[src/rtl/mo_pkg.sv]
// Shared opcode, mode and state definitions for the mo_param matrix engine.
package mo_pkg;

  localparam int unsigned OPC_W  = 3;
  localparam int unsigned MODE_W = 2;

  // Memory request opcodes
  localparam logic [OPC_W-1:0] OP_GET_N   = 3'b000;
  localparam logic [OPC_W-1:0] OP_GET_R   = 3'b001;
  localparam logic [OPC_W-1:0] OP_READ_A  = 3'b010;
  localparam logic [OPC_W-1:0] OP_READ_X  = 3'b011;
  localparam logic [OPC_W-1:0] OP_READ_B  = 3'b100;
  localparam logic [OPC_W-1:0] OP_WRITE_Y = 3'b101;
  localparam logic [OPC_W-1:0] OP_GET_M   = 3'b110;
  localparam logic [OPC_W-1:0] OP_NOP     = 3'b111;

  // Job modes; 2'b11 behaves like MODE_PASS
  localparam logic [MODE_W-1:0] MODE_ADD  = 2'b00;
  localparam logic [MODE_W-1:0] MODE_SUB  = 2'b01;
  localparam logic [MODE_W-1:0] MODE_PASS = 2'b10;

  typedef enum logic [3:0] {
    S_IDLE    = 4'd0,
    S_GET_N   = 4'd1,
    S_GET_R   = 4'd2,
    S_GET_M   = 4'd3,
    S_CHECK   = 4'd4,
    S_READ_A  = 4'd5,
    S_READ_X  = 4'd6,
    S_TAIL    = 4'd7,
    S_WRITE_Y = 4'd8,
    S_DONE    = 4'd9
  } state_t;

  // True when the mode combines a B operand into the result
  function automatic logic uses_b(input logic [MODE_W-1:0] m);
    return (m == MODE_ADD) || (m == MODE_SUB);
  endfunction

endpackage

[src/rtl/mo_mac.sv]
// Multiply-accumulate datapath: A latch, multiplier, wrapping accumulator, +/-B stage.
module mo_mac
  import mo_pkg::*;
#(
  parameter int unsigned DW    = 10,
  parameter int unsigned ACC_W = 20
) (
  input  logic              clk,
  input  logic              reset,
  input  logic              a_ld,
  input  logic              acc_en,
  input  logic              acc_clr,
  input  logic [1:0]        mode,
  input  logic [DW-1:0]     in_data,
  output logic [ACC_W-1:0]  y
);

  localparam int unsigned PROD_W = 2 * DW;

  logic [DW-1:0]     a_q;
  logic [ACC_W-1:0]  acc_q;
  logic [PROD_W-1:0] prod;
  logic [ACC_W-1:0]  prod_ext;
  logic [ACC_W-1:0]  in_ext;

  // Full-width product of the latched A and the current X, fitted to the accumulator
  always_comb begin
    prod     = PROD_W'(a_q) * PROD_W'(in_data);
    prod_ext = ACC_W'(prod);
    in_ext   = ACC_W'(in_data);
  end

  // A latch and accumulator; clear has priority over accumulate
  always_ff @(posedge clk) begin
    if (reset) begin
      a_q   <= '0;
      acc_q <= '0;
    end else begin
      if (a_ld) begin
        a_q <= in_data;
      end
      if (acc_clr) begin
        acc_q <= '0;
      end else if (acc_en) begin
        acc_q <= acc_q + prod_ext;
      end
    end
  end

  // Final stage: add or subtract B straight off the read bus, or pass the sum
  always_comb begin
    y = acc_q;
    case (mode)
      MODE_ADD: y = acc_q + in_ext;
      MODE_SUB: y = acc_q - in_ext;
      default:  y = acc_q;
    endcase
  end

endmodule

[src/rtl/mo_param.sv]
// Matrix engine Y = A*X (+/- B): sequences operand reads and streams Y row-major.
module mo_param
  import mo_pkg::*;
#(
  parameter int unsigned DW    = 10,
  parameter int unsigned IW    = 10,
  parameter int unsigned ACC_W = 20
) (
  input  logic             clk,
  input  logic             reset,
  input  logic             start,
  input  logic [1:0]       mode,
  input  logic [DW-1:0]    in_data,
  output logic [2:0]       opcode,
  output logic [IW-1:0]    i,
  output logic [IW-1:0]    j,
  output logic [ACC_W-1:0] out_data,
  output logic             busy,
  output logic             fin
);

  state_t           state_q, state_d;
  logic [1:0]       mode_q, mode_d;
  logic [IW-1:0]    n_q, n_d;
  logic [IW-1:0]    r_q, r_d;
  logic [IW-1:0]    m_q, m_d;
  logic [IW-1:0]    row_q, row_d;
  logic [IW-1:0]    col_q, col_d;
  logic [IW-1:0]    k_q, k_d;
  logic             rx_q;
  logic [IW-1:0]    dim_in;

  logic [2:0]       opcode_d;
  logic [IW-1:0]    i_d, j_d;
  logic             busy_d, fin_d;

  logic             a_ld;
  logic             acc_clr;
  logic [ACC_W-1:0] mac_y;

  assign dim_in = IW'(in_data);

  // State, job registers and registered request outputs
  always_ff @(posedge clk) begin
    if (reset) begin
      state_q <= S_IDLE;
      mode_q  <= '0;
      n_q     <= '0;
      r_q     <= '0;
      m_q     <= '0;
      row_q   <= '0;
      col_q   <= '0;
      k_q     <= '0;
      rx_q    <= 1'b0;
      opcode  <= OP_NOP;
      i       <= '0;
      j       <= '0;
      busy    <= 1'b0;
      fin     <= 1'b0;
    end else begin
      state_q <= state_d;
      mode_q  <= mode_d;
      n_q     <= n_d;
      r_q     <= r_d;
      m_q     <= m_d;
      row_q   <= row_d;
      col_q   <= col_d;
      k_q     <= k_d;
      rx_q    <= (state_q == S_READ_X);
      opcode  <= opcode_d;
      i       <= i_d;
      j       <= j_d;
      busy    <= busy_d;
      fin     <= fin_d;
    end
  end

  // Next state and index counters
  always_comb begin
    state_d = state_q;
    mode_d  = mode_q;
    n_d     = n_q;
    r_d     = r_q;
    m_d     = m_q;
    row_d   = row_q;
    col_d   = col_q;
    k_d     = k_q;
    case (state_q)
      S_IDLE: begin
        if (start) begin
          state_d = S_GET_N;
          mode_d  = mode;
        end
      end
      S_GET_N: state_d = S_GET_R;
      S_GET_R: begin
        n_d     = dim_in;
        state_d = S_GET_M;
      end
      S_GET_M: begin
        r_d     = dim_in;
        state_d = S_CHECK;
      end
      S_CHECK: begin
        // M arrives on the bus this cycle, so test it directly
        m_d   = dim_in;
        row_d = '0;
        col_d = '0;
        k_d   = '0;
        if ((n_q == '0) || (dim_in == '0)) begin
          state_d = S_DONE;
        end else if (r_q == '0) begin
          state_d = S_TAIL;
        end else begin
          state_d = S_READ_A;
        end
      end
      S_READ_A: state_d = S_READ_X;
      S_READ_X: begin
        if (k_q != r_q - IW'(1)) begin
          k_d     = k_q + IW'(1);
          state_d = S_READ_A;
        end else begin
          state_d = S_TAIL;
        end
      end
      S_TAIL: state_d = S_WRITE_Y;
      S_WRITE_Y: begin
        k_d = '0;
        if (col_q == m_q - IW'(1)) begin
          col_d = '0;
          row_d = row_q + IW'(1);
          if (row_q == n_q - IW'(1)) begin
            state_d = S_DONE;
          end else begin
            state_d = (r_q == '0) ? S_TAIL : S_READ_A;
          end
        end else begin
          col_d   = col_q + IW'(1);
          state_d = (r_q == '0) ? S_TAIL : S_READ_A;
        end
      end
      S_DONE:  state_d = S_IDLE;
      default: state_d = S_IDLE;
    endcase
  end

  // Request decode for the upcoming state, registered so it lines up with that state
  always_comb begin
    opcode_d = OP_NOP;
    i_d      = '0;
    j_d      = '0;
    busy_d   = (state_d != S_IDLE);
    fin_d    = (state_d == S_DONE);
    case (state_d)
      S_GET_N: opcode_d = OP_GET_N;
      S_GET_R: opcode_d = OP_GET_R;
      S_GET_M: opcode_d = OP_GET_M;
      S_READ_A: begin
        opcode_d = OP_READ_A;
        i_d      = row_d;
        j_d      = k_d;
      end
      S_READ_X: begin
        opcode_d = OP_READ_X;
        i_d      = k_d;
        j_d      = col_d;
      end
      S_TAIL: begin
        opcode_d = uses_b(mode_q) ? OP_READ_B : OP_NOP;
        i_d      = row_d;
        j_d      = col_d;
      end
      S_WRITE_Y: begin
        opcode_d = OP_WRITE_Y;
        i_d      = row_d;
        j_d      = col_d;
      end
      default: ;
    endcase
  end

  // Datapath controls: latch A while X is requested, clear between elements
  always_comb begin
    a_ld    = (state_q == S_READ_X);
    acc_clr = (state_q == S_WRITE_Y) || (state_q == S_CHECK);
  end

  mo_mac #(
    .DW    (DW),
    .ACC_W (ACC_W)
  ) u_mac (
    .clk     (clk),
    .reset   (reset),
    .a_ld    (a_ld),
    .acc_en  (rx_q),
    .acc_clr (acc_clr),
    .mode    (mode_q),
    .in_data (in_data),
    .y       (mac_y)
  );

  // Y is only presented while the WRITE_Y request is on the port
  assign out_data = (state_q == S_WRITE_Y) ? mac_y : '0;

endmodule

[config.mk]
export PLATFORM = sky130hd
export DESIGN_NAME = mo_param
export DESIGN_NICKNAME = d
export VERILOG_FILES = /design/src/rtl/mo_pkg.sv /design/src/rtl/mo_mac.sv /design/src/rtl/mo_param.sv
export SDC_FILE = /design/constraint.sdc
export NUM_CORES = 1
export LEC_CHECK = 0
export CORE_MARGIN = 5
export CORE_UTILIZATION = 25
export CTS_BUF_LIST = sky130_fd_sc_hd__clkbuf_16
export DETAILED_ROUTE_END_ITERATION = 10
export PLACE_DENSITY = 0.42
export SLEW_MARGIN = 10
export SYNTH_ARGS = -nofsm -noshare
export SYNTH_HDL_FRONTEND = slang
export SYNTH_SLANG_ARGS = --single-unit
[constraint.sdc]
create_clock -name clk -period 8.3 [get_ports clk]
set_input_delay 2.075 -clock clk [delete_from_list [all_inputs] [get_ports clk]]
set_output_delay 2.075 -clock clk [all_outputs]
set_load 0.01 [all_outputs]
# After elaboration in Yosys (flattened, before gate mapping)
# Index checks and enable logic that the tools add are counted.
# totals
input_bits,15
reg_bits,122
output_inout_bits,45
wordCells,79
# classes
n_eq_ne,20
add_sub_neg,9
n_mul,1
n_mux,19
reduce_logical,14
# op_table
operator,n
$pmux 10 s2,5
$pmux 20 s2,1
$pmux 4 s9,1
$add 10x1->10 const B,3
$logic_not 10->1,3
$mux 10,3
$sub 10x1->10 const B,3
$eq 4x3->1 const B,7
$pmux 3 s7,1
$add 20x10->20,1
$add 20x20->20,1
$eq 10x10->1,2
$mul 10x10->20,1
$mux 20,1
$sub 20x10->20,1
$eq 4x2->1 const B,4
$mux 4,4
$eq 4x4->1 const B,3
$ne 10x10->1,1
$eq 4x1->1 const B,2
$mux 2,3
$reduce_or 3->1,2
$logic_not 4->1,1
$reduce_bool 4->1,1
5 further kinds,8

# Logic depth before layout (Yosys ltp)
# logic_depth
depth_word,8
ltp_mapped,23

# By module
# Synthesis repeated with hierarchy kept, for this count alone.
# hier_totals
cells_unflattened,1449
hier_area_um2,11710.0
# modules_own_cells
module,instances,seq_area_each_um2,area_per_inst_um2,cells_each
mo_mac,1,600.6,6497.5,799
mo_param,1,1841.8,5212.5,650

# Least setup slack after synthesis
# Ideal clock, no wire load.
# synth_path
kind,in2reg
startpoint,input port in_data[1]
endpoint,register u_mac.acc_q[19]
n_path_buf,2
path_stages,21
path_slack_ps,767
t_arrival_ps,7417
setup_ps,116
required_time_ps,8184
cell_sequence,clkbuf_1 -> buf_1 -> nand2_1 -> fa_1 -> inv_1 -> fa_1 -> inv_1 -> fa_1 -> inv_1 -> fa_1 -> fa_1 -> ha_1 -> nand4_1 -> or3_1 -> nand4_1 -> nor4b_1 -> nor4_1 -> o31ai_1 -> xnor2_1 -> a211oi_1 -> a31o_2
# synth_between
elab_chain_cells,2
# synth_lines
item,line_no,source
from (decl),mo_param.sv:13,"input logic [DW-1:0] in_data,"
$mul 10x10->20,mo_mac.sv:28,prod = PROD_W'(a_q) * PROD_W'(in_data);
$add 20x20->20,mo_mac.sv:45,acc_q <= acc_q + prod_ext;
to (signal assigned),mo_mac.sv:45,
to (decl),mo_mac.sv:21,logic [ACC_W-1:0] acc_q;
# No other way between the ends.
# A chain may end at the register's enable or synchronous reset.

# Worst setup path after layout
# layout_path
startpoint,input port in_data[5]
endpoint,output port out_data[15]
# layout_between
elab_chain_cells,3
elab_cells_between_ends,4
cone_classes,add/sub: 2; mux: 2
# layout_lines
item,line_no,source
$sub 20x10->20 / $add 20x10->20 (equally long branches),"mo_mac.sv:55, mo_mac.sv:54",
$pmux 20 s2 (*),mo_mac.sv:53,case (mode)
$mux 20 (*),mo_param.sv:204,assign out_data = (state_q == S_WRITE_Y) ? mac_y : '0;
to (decl),mo_param.sv:17,"output logic [ACC_W-1:0] out_data,"
# Mark *: on every way between the ends. The rest lies on a longest branch, timed or not.

==> impl_results.md <==
- Min cycle time layout: 8100 ps
- Nets@finish: 1690
- Worst hold slack: 473 ps
- R2R Path End: u_mac.acc_q[19]$_SDFFE_PP0P_
- Port Buffers: 59
- Placer Congestion: 0.806
- Area leader, netlist: dfxtp_1
- Leakage power: 5.75 nW
- Die area: 49500 um^2
- Hpwl dp: 27100 um
- Status: finished, final reports clean
- EDFF count, synth: 0
- Final wirelength: 35200 um
- Hold EP: m_q[9]$_SDFFE_PP0P_
- Clock Tree Buf Depth: 2
- Power Total: 1.60 mW
- Row cnt: 77
- Critical Path AT: 6020 ps
- Crit Path Class: primary input to output port
- Reg-to-reg slack, setup: 2220 ps
- Commonest cells in the netlist: nand2_1, inv_1, dfxtp_1
- Synthesized area: 11300 um^2
- Largest fanout on the critical path: 3
- Core area: 44400 um^2
- Vias: 10028
- Final setup vio count: 0
- Unrepaired setup endpoints after global routing: false
- Max_slew headroom: 17.8%
- Die Y: 222 um
- CP Launch Type: primary input
- Root Driver: clkbuf_16
- Fmax: 0.123 GHz
- Slew Viols, Final: 0
- Syn. warnings: 0
- Layout cells sized above 1: 8.97%
- Worst skew pair latency: 430 ps
- Vias per std cell: 4.73
- Grt ovf: 0
- Seq cells post-synth: 122
- Max-Cap Viols: 0
- Post-synthesis sequential area ratio: 21.7%
- Io pins: 60
- R2r startpoint: u_mac.a_q[3]$_SDFFE_PP0P_
- Setup crit start: in_data[5]
- Initial antenna violation count: 0
- Final Non-Filler Cells: 2119
- CP endpoint kind: output port
- Synth area leaders: dfxtp_1, fa_1, ha_1
- Library cells used by synthesis: 65
- Final WS setup: 201 ps
- Initial DRC Count: 579
- Hold Fails Final Rpt: 0
- Hold Startpoint: m_q[9]$_SDFFE_PP0P_
- Routed WL per cell: 16.6 um
- Post-Synthesis Cells: 1445
- Most frequent cell after synthesis: nand2_1
- Post-synth top area share: 21.7%
- Worst reg2reg path depth: 21
- ANT cells: 0
- Total Routing Usage GR: 14.1%
- Number of global-route vias before repair: 9944
- Asr flop ratio synth: 0%
- Hold WC Path Type: register to register
- DRC: 0
- 1st-pass router iterations: 5
- # H-tree levels: 4
- TritonCTS Buffers: 17
- Chip width: 222 um
- Sink Count: 122
- Cells after DPL: 2087
- Antenna violation net count after detailed routing: 0
- Largest net degree at the start of global routing: 79
- Worst Hold Depth: 2
- Critical Path RT: 6230 ps
- Area Overhead vs Synth: 19.3%
- Ratio of final minimum period to clock period: 97.6%
- Worst-path clk slew: 60 ps
- Worst Max-Slew Pin Slew: 1220 ps
- Final clock skew: 11.1 ps
- Placement Setup Slack: -412 ps
- Peak VDD IR: 0.136 mV
- First-pass GRT wire length: 56100 um
- CTS tree: done
- Mean Syn Cell Area: 7.81 um^2
- Mapped Nets: 1621
- P per Cell Area: 119 nW/um^2
- Initial Util: 25.4%
- Ys flop type: dfxtp_1
[power by group]
| group | internal, mW | switching (mW) | total, mW |
|---|---|---|---|
| Combinational | 0.0959 | 0.143 | 0.239 |
| Sequential | 0.596 | 0.0146 | 0.610 |
| Clock | 0.418 | 0.328 | 0.746 |
| Total | 1.11 | 0.485 | 1.60 |
[layout make-up]
class / instances / area, um^2
fill: 4794 / 31000
multi-input combinational: 1087 / 7990
sequential: 122 / 2440
timing repair buffer: 127 / 1110
tap: 592 / 741
inverter: 159 / 597
clock buffer: 17 / 425
clock inverter: 15 / 140
[cell families after synthesis]
family                   Yosys count  share of synthesized area, %
AO/OA/AOI/OAI                    268                          15.5
XOR/XNOR                          67                          5.20
adder cells (fa/ha/maj)          161                          23.3
buffers and inverters            236                          7.93
flip-flops                       122                          21.7
multiplexers                      36                          3.25
AND/OR/NAND/NOR                  555                          23.1
[flip-flops by register name, indices dropped and copies added, names as in the netlist]
register,count
state_q,4
j,10
u_mac.acc_q,20
u_mac.a_q,10
r_q,10
opcode,3
fin,1
i,10
rx_q,1
n_q,10
m_q,10
col_q,10
mode_q,2
busy,1
k_q,10
row_q,10
[placed cells by master (no fill, tap or decap), types with 7 or more instances in the layout]
master / n
a21o_1: 19
xor2_1: 27
clkbuf_16: 17
and2_1: 41
xnor2_1: 40
o21ai_0: 49
nor2_1: 85
nand2b_1: 11
nand4_1: 7
or2_2: 7
fa_1: 82
nand2_1: 251
inv_1: 160
nor3_1: 31
nand3_1: 36
o211ai_1: 8
and3_1: 17
mux2i_1: 31
a21oi_1: 94
clkdlybuf4s50_1: 52
a31oi_1: 18
dfxtp_1: 122
nor2b_1: 13
or3_1: 14
nor4_1: 11
o31ai_1: 11
a211oi_1: 8
nor4b_1: 8
ha_1: 78
o221ai_2: 8
buf_4: 66
[layer usage]
layer	wire, um	GRT usage (%)
met1	17900	20.6
met2	16000	22.7
met3	916	1.61
met4	341	2.83
met5	0	0
[critical path: stages]
cell	delay, ps
clkdlybuf4s50_1	400
buf_4	180
or4_4	580
nor4_2	160
buf_4	160
nand2_1	90
nand2_1	100
xor2_1	80
ha_1	200
a21o_1	160
a21oi_1	150
o21ai_1	100
or3_1	330
buf_4	140
o211a_1	230
o21a_1	210
o21ai_2	130
mux2i_1	180
nand2_1	90
clkdlybuf4s15_1	240
[worst max-delay path by stage]
| stage | end | slack [ps] |
|---|---|---|
| global route | out_data[15] | 7 |
| global placement | out_data[19] | -410 |
| floorplan | u_mac.acc_q[19]$_SDFFE_PP0P_ | 770 |
| finish | out_data[15] | 200 |
| CTS | out_data[15] | 50 |
| detailed placement | out_data[19] | -410 |
[per-stage QoR]
| step | setup TNS (ps) | cell area, um^2 | util (%) |
|---|---|---|---|
| 6_report | 0 | 13500 | 30.3 |
| 5_1_grt | 0 | 13500 | 30.3 |
| 4_1_cts | 0 | 13400 | 30.2 |
| 3_5_place_dp | -1130 | 12900 | 28.9 |
| 3_3_place_gp | -1120 | 12800 | 28.9 |
| 2_1_floorplan | 0 | 11300 | - |
[what timing repair did]
| action | 4_1_cts | 5_1_grt |
|---|---|---|
| pin swaps | 0 | 1 |
| setup endpoints to repair | 5 | 7 |
| buffers inserted | 0 | 0 |
| gates cloned | 0 | 0 |
| hold buffers | 0 | 0 |
| resized for setup | 9 | 14 |
No activity file was read; power rests on OpenSTA's default activity.
